<file path="src/rtl/example_load_store_unit_pkg.sv">
// Shared constants for the load/store unit: data widths, RV32I funct3
// width/sign codes, the data-memory window and the LSU state encoding.
package example_load_store_unit_pkg;

  localparam int DATA_W = 32;

  // Data-memory window (inclusive bounds).
  localparam logic [DATA_W-1:0] DATA_BEGIN = 32'h0000_1000;
  localparam logic [DATA_W-1:0] DATA_END   = 32'h0000_1FFF;

  // RV32I load width/sign codes.
  localparam logic [2:0] F3_LB  = 3'b000;
  localparam logic [2:0] F3_LH  = 3'b001;
  localparam logic [2:0] F3_LW  = 3'b010;
  localparam logic [2:0] F3_LBU = 3'b100;
  localparam logic [2:0] F3_LHU = 3'b101;

  // RV32I store width codes.
  localparam logic [2:0] F3_SB  = 3'b000;
  localparam logic [2:0] F3_SH  = 3'b001;
  localparam logic [2:0] F3_SW  = 3'b010;

  typedef enum logic [1:0] {
    LSU_IDLE  = 2'd0,
    LSU_ISSUE = 2'd1,
    LSU_WAIT  = 2'd2,
    LSU_RESP  = 2'd3
  } lsu_state_e;

endpackage

</file>
<file path="src/rtl/example_load_store_unit_align.sv">
// Combinational alignment for the LSU: byte enables and store-data
// replication, load-data shifting with sign/zero extension, and the
// misaligned / illegal-width classification of an access.
module example_lsu_align
  import example_load_store_unit_pkg::*;
(
  input  logic              write,
  input  logic [2:0]        funct3,
  input  logic [1:0]        addr,
  input  logic [DATA_W-1:0] wdata,
  input  logic [DATA_W-1:0] rdata,
  output logic [3:0]        byte_enable,
  output logic [DATA_W-1:0] store_data,
  output logic [DATA_W-1:0] load_data,
  output logic              misaligned,
  output logic              illegal
);

  function automatic logic [DATA_W-1:0] sext_byte(input logic [7:0] b);
    logic signed [7:0] s;
    s = signed'(b);
    return DATA_W'(s);
  endfunction

  function automatic logic [DATA_W-1:0] sext_half(input logic [15:0] h);
    logic signed [15:0] s;
    s = signed'(h);
    return DATA_W'(s);
  endfunction

  logic [DATA_W-1:0] shifted;

  // Classify the access and build the store lane pattern for its width.
  always_comb begin
    byte_enable = 4'b0000;
    store_data  = wdata;
    misaligned  = 1'b0;
    illegal     = (funct3[1:0] == 2'b11) || (write ? funct3[2] : (funct3 == 3'b110));
    case (funct3[1:0])
      2'b00: begin
        byte_enable = 4'b0001 << addr;
        store_data  = {4{wdata[7:0]}};
      end
      2'b01: begin
        misaligned  = addr[0];
        byte_enable = 4'b0011 << {addr[1], 1'b0};
        store_data  = {2{wdata[15:0]}};
      end
      2'b10: begin
        misaligned  = (addr != 2'b00);
        byte_enable = 4'b1111;
      end
      default: begin
        byte_enable = 4'b0000;
      end
    endcase
  end

  // Shift the addressed lane down and extend it to a full word.
  always_comb begin
    shifted   = rdata >> {addr, 3'b000};
    load_data = '0;
    case (funct3)
      F3_LB:   load_data = sext_byte(shifted[7:0]);
      F3_LBU:  load_data = {24'h0, shifted[7:0]};
      F3_LH:   load_data = sext_half(shifted[15:0]);
      F3_LHU:  load_data = {16'h0, shifted[15:0]};
      F3_LW:   load_data = shifted;
      default: load_data = '0;
    endcase
  end

endmodule

</file>
<file path="src/rtl/example_load_store_unit.sv">
// Multi-cycle load/store unit: accepts one request at a time, classifies
// it, drives the synchronous-read data bus and returns one response.
// Bus outputs are decoded from the state so an async reset drops every
// strobe immediately, which prevents partial writes.
module example_load_store_unit
  import example_load_store_unit_pkg::*;
#(
  parameter bit CHECK_RANGE = 1'b1
) (
  input  logic              clock,
  input  logic              reset,
  input  logic              req_valid,
  output logic              req_ready,
  input  logic              req_write,
  input  logic [2:0]        req_funct3,
  input  logic [DATA_W-1:0] req_address,
  input  logic [DATA_W-1:0] req_wdata,
  output logic              resp_valid,
  output logic              resp_error,
  output logic [DATA_W-1:0] resp_rdata,
  output logic [DATA_W-1:0] bus_address,
  output logic              bus_write_enable,
  output logic [3:0]        bus_byte_enable,
  output logic [DATA_W-1:0] bus_write_data,
  output logic              bus_read_enable,
  input  logic [DATA_W-1:0] bus_read_data
);

  lsu_state_e        state, state_nxt;

  logic              write_p1;
  logic [2:0]        funct3_p1;
  logic [DATA_W-1:0] addr_p1;
  logic [DATA_W-1:0] wdata_p1;
  logic              error_p1;
  logic [DATA_W-1:0] rdata_p2;

  logic              idle;
  logic              accept;
  logic              out_of_range;
  logic              req_error;

  logic              al_write;
  logic [2:0]        al_funct3;
  logic [1:0]        al_addr;
  logic [DATA_W-1:0] al_wdata;
  logic [3:0]        al_be;
  logic [DATA_W-1:0] al_store;
  logic [DATA_W-1:0] al_load;
  logic              al_mis;
  logic              al_ill;

  // The aligner classifies the live request while idle and serves the latched one afterwards.
  always_comb begin
    idle      = (state == LSU_IDLE);
    al_write  = idle ? req_write            : write_p1;
    al_funct3 = idle ? req_funct3           : funct3_p1;
    al_addr   = idle ? req_address[1:0]     : addr_p1[1:0];
    al_wdata  = idle ? req_wdata            : wdata_p1;
  end

  example_lsu_align u_align (
    .write       (al_write),
    .funct3      (al_funct3),
    .addr        (al_addr),
    .wdata       (al_wdata),
    .rdata       (bus_read_data),
    .byte_enable (al_be),
    .store_data  (al_store),
    .load_data   (al_load),
    .misaligned  (al_mis),
    .illegal     (al_ill)
  );

  // Handshake and error classification of the incoming request.
  always_comb begin
    out_of_range = CHECK_RANGE && ((req_address < DATA_BEGIN) || (req_address > DATA_END));
    req_error    = al_mis | al_ill | out_of_range;
    req_ready    = idle & ~reset;
    accept       = req_ready & req_valid;
  end

  // State register.
  always_ff @(posedge clock or posedge reset) begin
    if (reset) state <= LSU_IDLE;
    else       state <= state_nxt;
  end

  // Next state and bus/response outputs, all zero unless the state drives them.
  always_comb begin
    state_nxt        = state;
    bus_address      = '0;
    bus_write_enable = 1'b0;
    bus_read_enable  = 1'b0;
    bus_byte_enable  = 4'b0000;
    bus_write_data   = '0;
    resp_valid       = 1'b0;
    resp_error       = 1'b0;
    case (state)
      LSU_IDLE: begin
        if (accept) state_nxt = req_error ? LSU_RESP : LSU_ISSUE;
      end
      LSU_ISSUE: begin
        bus_address = {addr_p1[DATA_W-1:2], 2'b00};
        if (write_p1) begin
          bus_write_enable = 1'b1;
          bus_byte_enable  = al_be;
          bus_write_data   = al_store;
          state_nxt        = LSU_RESP;
        end else begin
          bus_read_enable  = 1'b1;
          state_nxt        = LSU_WAIT;
        end
      end
      LSU_WAIT: begin
        bus_address     = {addr_p1[DATA_W-1:2], 2'b00};
        bus_read_enable = 1'b1;
        state_nxt       = LSU_RESP;
      end
      LSU_RESP: begin
        resp_valid = 1'b1;
        resp_error = error_p1;
        state_nxt  = LSU_IDLE;
      end
      default: state_nxt = LSU_IDLE;
    endcase
  end

  // ---- stage p1: latched request ----
  // Capture the request and its classification on acceptance.
  always_ff @(posedge clock or posedge reset) begin
    if (reset) begin
      write_p1  <= 1'b0;
      funct3_p1 <= 3'b000;
      addr_p1   <= '0;
      wdata_p1  <= '0;
      error_p1  <= 1'b0;
    end else if (accept) begin
      write_p1  <= req_write;
      funct3_p1 <= req_funct3;
      addr_p1   <= req_address;
      wdata_p1  <= req_wdata;
      error_p1  <= req_error;
    end
  end

  // ---- stage p2: response data ----
  // Update only when entering RESP so the value holds between responses.
  always_ff @(posedge clock or posedge reset) begin
    if (reset) begin
      rdata_p2 <= '0;
    end else if ((accept && req_error) || (state == LSU_ISSUE && write_p1)) begin
      rdata_p2 <= '0;
    end else if (state == LSU_WAIT) begin
      rdata_p2 <= al_load;
    end
  end

  assign resp_rdata = rdata_p2;

endmodule

</file>
<file path="config.mk">
export PLATFORM = sky130hd
export DESIGN_NAME = example_load_store_unit
export DESIGN_NICKNAME = d
export VERILOG_FILES = /design/src/rtl/example_load_store_unit_pkg.sv /design/src/rtl/example_load_store_unit_align.sv /design/src/rtl/example_load_store_unit.sv
export SDC_FILE = /design/constraint.sdc
export NUM_CORES = 1
export LEC_CHECK = 0
export CAP_MARGIN = 20
export CORE_ASPECT_RATIO = 1.5
export CORE_MARGIN = 8
export CORE_UTILIZATION = 30
export CTS_BUF_LIST = sky130_fd_sc_hd__clkbuf_4 sky130_fd_sc_hd__clkbuf_8
export CTS_CLUSTER_SIZE = 16
export DETAILED_ROUTE_END_ITERATION = 8
export GPL_ROUTABILITY_DRIVEN = 0
export RECOVER_POWER = 100
export SYNTH_ARGS = -nofsm -noshare
export SYNTH_HDL_FRONTEND = slang
export SYNTH_SLANG_ARGS = --single-unit
</file>
<file path="constraint.sdc">
create_clock -name clock -period 4.6 [get_ports clock]
set_clock_uncertainty 0.05 [all_clocks]
set_input_delay 0.69 -clock clock [delete_from_list [all_inputs] [get_ports clock]]
set_output_delay 0.69 -clock clock [all_outputs]
set_load 0.1 [all_outputs]
</file>
==> impl_results.md, run 1 <==
* Status: finished, violations left
* Failing checks: max-capacitance violations, max-slew violations
* Most common cell after layout, fill and taps aside: clkdlybuf4s50_1
* CTS root buffer: clkbuf_8
* Nets at 837
* Crit end category: output pin
* Min-Delay Endpoint: resp_rdata[16]$_DFFE_PP0P_
* Top cell type's share of synthesized area at 44.5%
* Die X at 129 um
* WL/cell at 21.1 um
* Avg Inst Size Synth at 10.8 um2
* Crit path from: state[0]$_DFFE_PP0P_
* Layout cells sized above 1 at 22.7%
* Count of input and output buffers at 205
* CTS H-tree depth at 3
* Final ANT Viol Nets at 0
* Critical path class: register to output pin
* Max Clock Freq at 224 MHz
* Max stage delay on crit path at 620 ps
* FILL cells at 1852
* Crit start category: register
* Final setup vio count at 0
* Clock sink count at 103
* Storage element area at 2580 um2
* Crit path cell chain: inv_1, ha_2, nand2_1, o21ai_1, buf_4, clkinv_1, ha_1, a221oi_1, nor2_1, o21a_1, buf_12
* Synth Instances at 536
* Ys async rst share at 100%
* P&R area growth vs syn at 50.0%
* Crit path DAT at 3720 ps
* Starting Density at 30.4%
* Via count at 5086
* Clk Latency, worst-skew pair at 360 ps
* Detailed-route DRC error count at 0
* Yosys reg bits at 103
* Synth area leaders: dfrtp_1, mux2_2, mux2i_1
* Most frequent cells in the layout: clkdlybuf4s50_1, dfrtp_1, mux2_2
* Crit path max-delay family: compound AO/OA/AOI/OAI gates
* Vias in the first global route at 5510
* Seq/Total Area, Yosys at 44.5%
* IO Pins at 208
* Post-Syn Area at 5800 um2
* Slew @ Worst Pin at 1620 ps
* Setup TNS at 0 ps
* Core area at 19100 um2
* CP max FO at 14
* Dominant synthesized flop cell: dfrtp_1
* YS warnings at 0
* Congestion Overflow GR at 0
* Hold path depth at 1
* HPWL after detailed placement at 16200 um
* Die area at 24100 um2
* FP Rows at 62
* WP data required at 3860 ps
* RSZ-0062 raised after global routing: true
* Post-synth EDFFs at 0
* Final core occ at 45.5%
* R2R setup slack at 440 ps
* Avg Vias per Cell at 5.15
* Max Slew Vio Count at 87
* Most area-hungry cell type in the Yosys netlist: dfrtp_1
* Min-Delay Path Class: register to register
* CTS tree: built
* Longest Clk Path Bufs at 2
* Reg2Reg Depth at 11
* DRT Wirelength at 20800 um
* DR pass1 iterations at 4
* Largest net degree at the start of global routing at 83
* Max-slew headroom at -7.74%
* Total CTS buffers at 9
* Die height at 186 um
* Multi-input logic area at 3090 um2
* Tcrit/Tclk final at 96.9%
* Crit path max-delay cell type: a221oi_1
* Initial antenna violation count at 1
* All-Layer GR Usage at 17.0%
* First-pass GRT wire length at 31400 um
* Synth cell types at 42
* Hold Fails Final Rpt at 0
* Clk pin slew, worst setup/hold paths at 90 ps
* R2R Path End: resp_rdata[11]$_DFFE_PP0P_
* Worst r2r src: state[0]$_DFFE_PP0P_
* Hold path start: resp_rdata[16]$_DFFE_PP0P_
* CP Buf/Inv Count at 4
* Fin crit period at 4460 ps
* Max cap viols at 2
* Initial DRC count at 301
[routing by layer]
layer,up-vias,track usage [%],part of all wire (%)
met5,-,0,0
met4,0,5.92,2.1
met3,20,4.34,6.9
met2,176,32.0,54
met1,2527,17.9,37
li1,2363,-,-
[metrics by stage]
step | setup WS, ps | instances | hold WS (ps) | area [um2]
after detailed placement | 97.8 | 967 | 427 | 8420
after floorplan | -102 | 537 | 388 | 5890
final | 144 | 987 | 447 | 8690
after global routing | -53.2 | 987 | 466 | 8690
after CTS | 73.3 | 983 | 454 | 8650
after global placement | 289 | 967 | 421 | 8420
[kinds of logic (layout without fill, tap and decap cells)]
family,after synthesis,in the layout,synth area share [%]
multiplexers,108,108,20.6
buffers and inverters,59,252,4.47
adder cells (fa/ha/maj),8,8,1.73
AO/OA/AOI/OAI,132,132,17.9
AND/OR/NAND/NOR,125,125,10.8
flip-flops,103,103,44.5
other,1,3,0.0647
[sequential cells by signal, indices dropped and copies added, names as in the netlist]
register    count
resp_rdata     32
error_p1        1
state           2
funct3_p1       3
addr_p1        32
wdata_p1       32
write_p1        1
[repair_timing]
| item | 4_1_cts | 5_1_grt |
|---|---|---|
| hold buffers | 0 | 0 |
| pin swaps | 1 | 0 |
| gates cloned | 0 | 0 |
| buffers inserted | 1 | 0 |
| endpoints found under the setup margin | 8 | 4 |
| gates resized for setup | 0 | 4 |
[how the worst max path moves through the flow]
stage                                  to  cells after the start
6_report               bus_write_data[13]                     11
5_1_grt                bus_write_data[15]                     10
4_1_cts        resp_rdata[20]$_DFFE_PP0P_                     10
3_5_place_dp   resp_rdata[20]$_DFFE_PP0P_                     10
3_3_place_gp   resp_rdata[11]$_DFFE_PP0P_                     10
2_1_floorplan          bus_write_data[16]                     11
[cell usage after synthesis, types with 8 or more instances]
library cell  count
buf_2            15
a22o_1            8
clkbuf_1         21
o2bb2ai_1        32
nor3_1           10
ha_1              8
and2_1           33
o21a_1           12
inv_1            16
mux2i_1          28
a22oi_1           8
a221oi_1         24
mux2_2           77
a211oi_1          8
a21oi_1          11
o22ai_1           9
dfrtp_1         103
nand2_1          38
nor2_1           25
[final cells by class]
class                      instances  share of cell area (%)
antenna                            1                  0.0288
clock buffer                      10                    1.58
clock inverter                     5                   0.936
inverter                          17                   0.749
multi-input combinational        375                    35.6
sequential                       103                    29.7
tap                              256                    3.69
timing repair buffer             220                    27.8
Power of run 1 is not shown: default switching activity piles up to over one toggle a cycle in this logic, so the estimate is an artifact.
==> inputs of run 2 (changes only) <==
--- a/config.mk
+++ b/config.mk
@@ -13,6 +13,7 @@
 export CTS_CLUSTER_SIZE = 16
 export DETAILED_ROUTE_END_ITERATION = 8
 export GPL_ROUTABILITY_DRIVEN = 0
+export MAX_ROUTING_LAYER = met4
 export RECOVER_POWER = 100
 export SYNTH_ARGS = -nofsm -noshare
 export SYNTH_HDL_FRONTEND = slang
==> run 2 against run 1 <==
  * The flow still finishes with violations (max-capacitance violations, max-slew violations)
  * Wire length hardly changed
  * Final cell count is the same
  * Sequential share of layout area hardly changed
  * Highest routed layer unchanged
  * First-iteration DRC count grew 18%
  * Flip-flop and latch count did not move
  * Worst setup slack improved by 35 ps
  * Fmax up 0.78%
  * Global-route usage increased by 0.52 points
  * Critical path depth unchanged
  * Hold slack worse by 0.84 ps
  * Via count rose by 0.49%
==> impl_results.md, run 2 (synthesis results as in run 1) <==
* Final setup vio count at 0 (unchanged)
* Count of input and output buffers at 205 (unchanged)
* WP data required at 3860 ps (about the same)
* Vias in the first global route at 5524 (was 5510)
* Most frequent cells in the layout: clkdlybuf4s50_1, dfrtp_1, mux2_2 (unchanged)
* Max cap viols at 2 (unchanged)
* Reg2Reg Depth at 11 (unchanged)
* DRT Wirelength at 20800 um (about the same)
* Crit end category: output pin (unchanged)
* Most common cell after layout, fill and taps aside: clkdlybuf4s50_1 (unchanged)
* All-Layer GR Usage at 17.6% (was 17.0%)
* Starting Density at 30.4% (unchanged)
* P&R area growth vs syn at 49.9% (was 50.0%)
* Initial antenna violation count at 1 (unchanged)
* Clock sink count at 103 (unchanged)
* Largest net degree at the start of global routing at 83 (unchanged)
* Tcrit/Tclk final at 96.1% (was 96.9%)
* FP Rows at 62 (unchanged)
* Clk Latency, worst-skew pair at 360 ps (about the same)
* Final core occ at 45.5% (about the same)
* Die area at 24100 um2 (unchanged)
* Crit path DAT at 3680 ps (was 3720 ps)
* Nets at 837 (unchanged)
* Congestion Overflow GR at 0 (unchanged)
* R2R setup slack at 450 ps (was 440 ps)
* Critical path class: register to output pin (unchanged)
* Total CTS buffers at 9 (unchanged)
* Failing checks: max-capacitance violations, max-slew violations (unchanged)
* IO Pins at 208 (unchanged)
* Detailed-route DRC error count at 0 (unchanged)
* Storage element area at 2580 um2 (unchanged)
* CP max FO at 14 (unchanged)
* Final ANT Viol Nets at 0 (unchanged)
* Longest Clk Path Bufs at 2 (unchanged)
* Max Slew Vio Count at 87 (unchanged)
* Hold path depth at 1 (unchanged)
* WL/cell at 21.1 um (about the same)
* Multi-input logic area at 3090 um2 (about the same)
* Die X at 129 um (unchanged)
* Min-Delay Endpoint: resp_rdata[16]$_DFFE_PP0P_ (unchanged)
* CTS tree: built (unchanged)
* Max Clock Freq at 226 MHz (was 224 MHz)
* DR pass1 iterations at 4 (unchanged)
* Avg Vias per Cell at 5.18 (was 5.15)
* FILL cells at 1849 (was 1852)
* Hold path start: resp_rdata[16]$_DFFE_PP0P_ (unchanged)
* Clk pin slew, worst setup/hold paths at 90 ps (about the same)
* Fin crit period at 4420 ps (was 4460 ps)
* CTS H-tree depth at 3 (unchanged)
* Via count at 5111 (was 5086)
* Hold Fails Final Rpt at 0 (unchanged)
* Worst r2r src: state[0]$_DFFE_PP0P_ (unchanged)
* Hold_ws at 446 ps (was 447 ps)
* HPWL after detailed placement at 16200 um (unchanged)
* Initial DRC count at 354 (was 301)
* Crit start category: register (unchanged)
* CTS root buffer: clkbuf_8 (unchanged)
* Status: finished, violations left (unchanged)
* Layout cells sized above 1 at 22.6% (was 22.7%)
* Die height at 186 um (unchanged)
* Core area at 19100 um2 (unchanged)
* First-pass GRT wire length at 31400 um (about the same)
* Max-slew headroom at -9.53% (was -7.74%)
* RSZ-0062 raised after global routing: true (unchanged)
* R2R Path End: resp_rdata[11]$_DFFE_PP0P_ (unchanged)
* Slew @ Worst Pin at 1640 ps (was 1620 ps)
* Min-Delay Path Class: register to register (unchanged)
run 2: cell types whose count changed in the layout (fill, tap and decap cells not counted):
| cell | delta |
|---|---|
| a221oi_1 | +1 |
| a221oi_2 | -1 |
run 2: worst max-delay path, stage by stage (launching register included):
cell and delay (ps):
dfrtp_1 420, inv_1 120, ha_2 450, nand2_1 310
o21ai_1 160, buf_4 210, clkinv_1 190, ha_1 440
a221oi_1 620, nor2_1 80, o21a_1 150, buf_12 170
run 2: cell type report:
class | count | area share [%]
repair buffers | 220 | 27.8
flip-flops and latches | 103 | 29.7
clock buffers | 10 | 1.58
well taps | 256 | 3.69
multi-input cells | 375 | 35.5
inverters | 17 | 0.749
clock inverters | 5 | 0.936
diodes | 1 | 0.0288
run 2: layer usage:
metal	vias up	global-route usage, %	share of wire, %
li1	2360	-	-
met1	2549	18.0	37
met2	178	32.1	54
met3	24	4.22	6.5
met4	0	5.78	2.4
met5	-	-	0
run 2: per-stage QoR:
step                cell area, um2  std cells  setup TNS [ps]  worst slack [ps]
global route                  8690        987            -150             -54.8
CTS                           8650        983               0              73.3
finish                        8690        987               0               179
global placement              8420        967               0               289
floorplan                     5890        537            -894              -102
detailed placement            8420        967               0              97.8
run 2: worst max path at each step:
stage | slack [ps] | cells past startpoint | startpoint | endpoint
global placement | 290 | 10 | state[0]$_DFFE_PP0P_ | resp_rdata[11]$_DFFE_PP0P_
global route | -50 | 11 | state[1]$_DFFE_PP0P_ | bus_write_data[8]
detailed placement | 100 | 10 | state[0]$_DFFE_PP0P_ | resp_rdata[20]$_DFFE_PP0P_
floorplan | -100 | 11 | state[0]$_DFFE_PP0P_ | bus_write_data[16]
finish | 180 | 11 | state[0]$_DFFE_PP0P_ | bus_write_data[13]
CTS | 70 | 10 | state[0]$_DFFE_PP0P_ | resp_rdata[20]$_DFFE_PP0P_
run 2: repair_timing:
action	in CTS	in global routing
gates resized for setup	0	3
buffers inserted	1	0
setup endpoints to repair	8	3
cloned	0	0
pin swaps	1	0
hold buffers	0	0
Power of run 2 is left out for the same reason.
==> inputs of run 3 (changes only) <==
--- a/config.mk
+++ b/config.mk
@@ -10,7 +10,6 @@
 export CORE_MARGIN = 8
 export CORE_UTILIZATION = 30
 export CTS_BUF_LIST = sky130_fd_sc_hd__clkbuf_4 sky130_fd_sc_hd__clkbuf_8
-export CTS_CLUSTER_SIZE = 16
 export DETAILED_ROUTE_END_ITERATION = 8
 export GPL_ROUTABILITY_DRIVEN = 0
 export MAX_ROUTING_LAYER = met4
@@ -18,3 +17,4 @@
 export SYNTH_ARGS = -nofsm -noshare
 export SYNTH_HDL_FRONTEND = slang
 export SYNTH_SLANG_ARGS = --single-unit
+export TNS_END_PERCENT = 30
==> run 3 against run 2 <==
  * The run still ends with max-capacitance violations, max-slew violations left
  * Worst setup slack gained 92 ps
  * Critical path depth fell by 2
  * First-iteration DRC count decreased by 7.9%
  * Non-clock buffer count grew 2
  * Via count shrank 0.72%
  * Global-route usage about the same
  * Die area stayed put
  * Register-to-register slack got worse by 90 ps
  * Clock-buffer cell count is the same
==> impl_results.md, run 3 (synthesis results as in run 1) <==
* Vias in the first global route at 5547 (was 5524)
* DRT Wirelength at 20800 um (about the same)
* Clock sink count at 103 (unchanged)
* Tcrit/Tclk final at 94.1% (was 96.1%)
* CTS resizes at 0 (unchanged)
* P&R area growth vs syn at 43.2% (was 49.9%)
* FP Rows at 62 (unchanged)
* Die X at 129 um (unchanged)
* Detailed-route DRC error count at 0 (unchanged)
* Starting Density at 30.4% (unchanged)
* All-Layer GR Usage at 17.6% (about the same)
* Initial DRC count at 326 (was 354)
* First-pass GRT wire length at 31500 um (was 31400 um)
* Slew @ Worst Pin at 1510 ps (was 1640 ps)
* Total CTS buffers at 9 (unchanged)
* Layout cells sized above 1 at 20.5% (was 22.6%)
* Die area at 24100 um2 (unchanged)
* Hold-fix buffers, CTS at 0 (unchanged)
* CP max FO at 15 (was 14)
* Longest Clk Path Bufs at 2 (unchanged)
* Final setup vio count at 0 (unchanged)
* HPWL after detailed placement at 16100 um (was 16200 um)
* Place WS at 554 ps (was 97.8 ps)
* Critical path class: register to output pin (unchanged)
* Congestion Overflow GR at 0 (unchanged)
* CTS tree: built (unchanged)
* Fin crit period at 4330 ps (was 4420 ps)
* Post-CTS Setup Inserts at 0 (was 1)
* Final core occ at 43.5% (was 45.5%)
* Initial antenna violation count at 1 (unchanged)
* Crit path DAT at 3590 ps (was 3680 ps)
* Clk pin slew, worst setup/hold paths at 110 ps (was 90 ps)
* WP data required at 3860 ps (about the same)
* DP Area at 8440 um2 (was 8420 um2)
* Most common cell after layout, fill and taps aside: dfrtp_1 (was clkdlybuf4s50_1)
* CTS root buffer: clkbuf_8 (unchanged)
* DR pass1 iterations at 6 (was 4)
* WL/cell at 21.0 um (was 21.1 um)
* Crit start category: register (unchanged)
* Nets at 839 (was 837)
* Hold Fails Final Rpt at 0 (unchanged)
* RSZ-0062 raised after global routing: false (was true)
* Min-Delay Path Class: register to register (unchanged)
* Most frequent cells in the layout: dfrtp_1, clkdlybuf4s50_1, mux2_2 (was clkdlybuf4s50_1, dfrtp_1, mux2_2)
* Max Slew Vio Count at 58 (was 87)
* Max Clock Freq at 231 MHz (was 226 MHz)
* Max cap viols at 1 (was 2)
* Clk Latency, worst-skew pair at 390 ps (was 360 ps)
* Crit end category: output pin (unchanged)
* Largest net degree at the start of global routing at 81 (was 83)
* IO Pins at 208 (unchanged)
* Core area at 19100 um2 (unchanged)
* Count of input and output buffers at 205 (unchanged)
* Post-route cell area at 8300 um2 (was 8690 um2)
* Via count at 5074 (was 5111)
* Max-slew headroom at -0.852% (was -9.53%)
* Die height at 186 um (unchanged)
* Final worst setup slack at 271 ps (was 179 ps)
* Final ANT Viol Nets at 0 (unchanged)
* Avg Vias per Cell at 5.13 (was 5.18)
* Hold_ws at 440 ps (was 446 ps)
* Status: finished, violations left (unchanged)
* CTS H-tree depth at 3 (unchanged)
* Failing checks: max-capacitance violations, max-slew violations (unchanged)
-- run 3: cell types whose count changed in the layout (fill, tap and decap cells not counted), sizes merged --
| cell | change |
|---|---|
| clkinv | -1 |
| bufinv | -1 |
| buf | -27 |
| clkinvlp | +1 |
| clkdlybuf4s50 | -64 |
| dlygate4sd3 | +64 |
| inv | +2 |
| clkbuf | +29 |
-- run 3: routing by layer --
| metal | vias up | track usage, % | share of wire, % |
|---|---|---|---|
| met1 | 2536 | 18.8 | 38 |
| met5 | - | - | 0 |
| met4 | 0 | 4.48 | 1.6 |
| li1 | 2363 | - | - |
| met3 | 17 | 3.51 | 5.4 |
| met2 | 158 | 32.4 | 55 |
-- run 3: path summary, 6_finish.rpt --
path,startpoint,endpoint,slack [ps],cells past startpoint
setup / recovery,state[0]$_DFFE_PP0P_,bus_write_data[16],270,9
hold / removal,error_p1$_DFFE_PP0P_,error_p1$_DFFE_PP0P_,440,2
setup reg to reg,state[0]$_DFFE_PP0P_,resp_rdata[1]$_DFFE_PP0P_,360,10
hold reg to reg,error_p1$_DFFE_PP0P_,error_p1$_DFFE_PP0P_,440,2
max in group asynchronous,reset,addr_p1[29]$_DFFE_PP0P_,1200,4
min in group asynchronous,reset,addr_p1[22]$_DFFE_PP0P_,930,2
-- run 3: metrics by stage --
step	std cells	setup TNS [ps]
after detailed placement	972	0
after global placement	972	0
final	990	0
after floorplan	537	-899
after global routing	990	0
after CTS	988	0
-- run 3: area by class of cell --
| cell class | instances | area (um2) |
|---|---|---|
| Fill cell | 1910 | 10800 |
| Multi-Input combinational cell | 375 | 3010 |
| Sequential cell | 103 | 2580 |
| Timing Repair Buffer | 222 | 2120 |
| Tap cell | 256 | 320 |
| Clock buffer | 10 | 131 |
| Clock inverter | 6 | 76.3 |
| Inverter | 17 | 65.1 |
| Antenna cell | 1 | 2.50 |
-- run 3: worst max-delay path, cell delays in order (launching register included) --
cell      delay [ps]
dfrtp_1          440
inv_1            130
ha_2             420
nand2_1          120
o21ai_0          150
clkinv_1         210
ha_1             430
o211ai_1         800
o22ai_1          180
clkbuf_4         320
Power of run 3 is left out for the same reason.
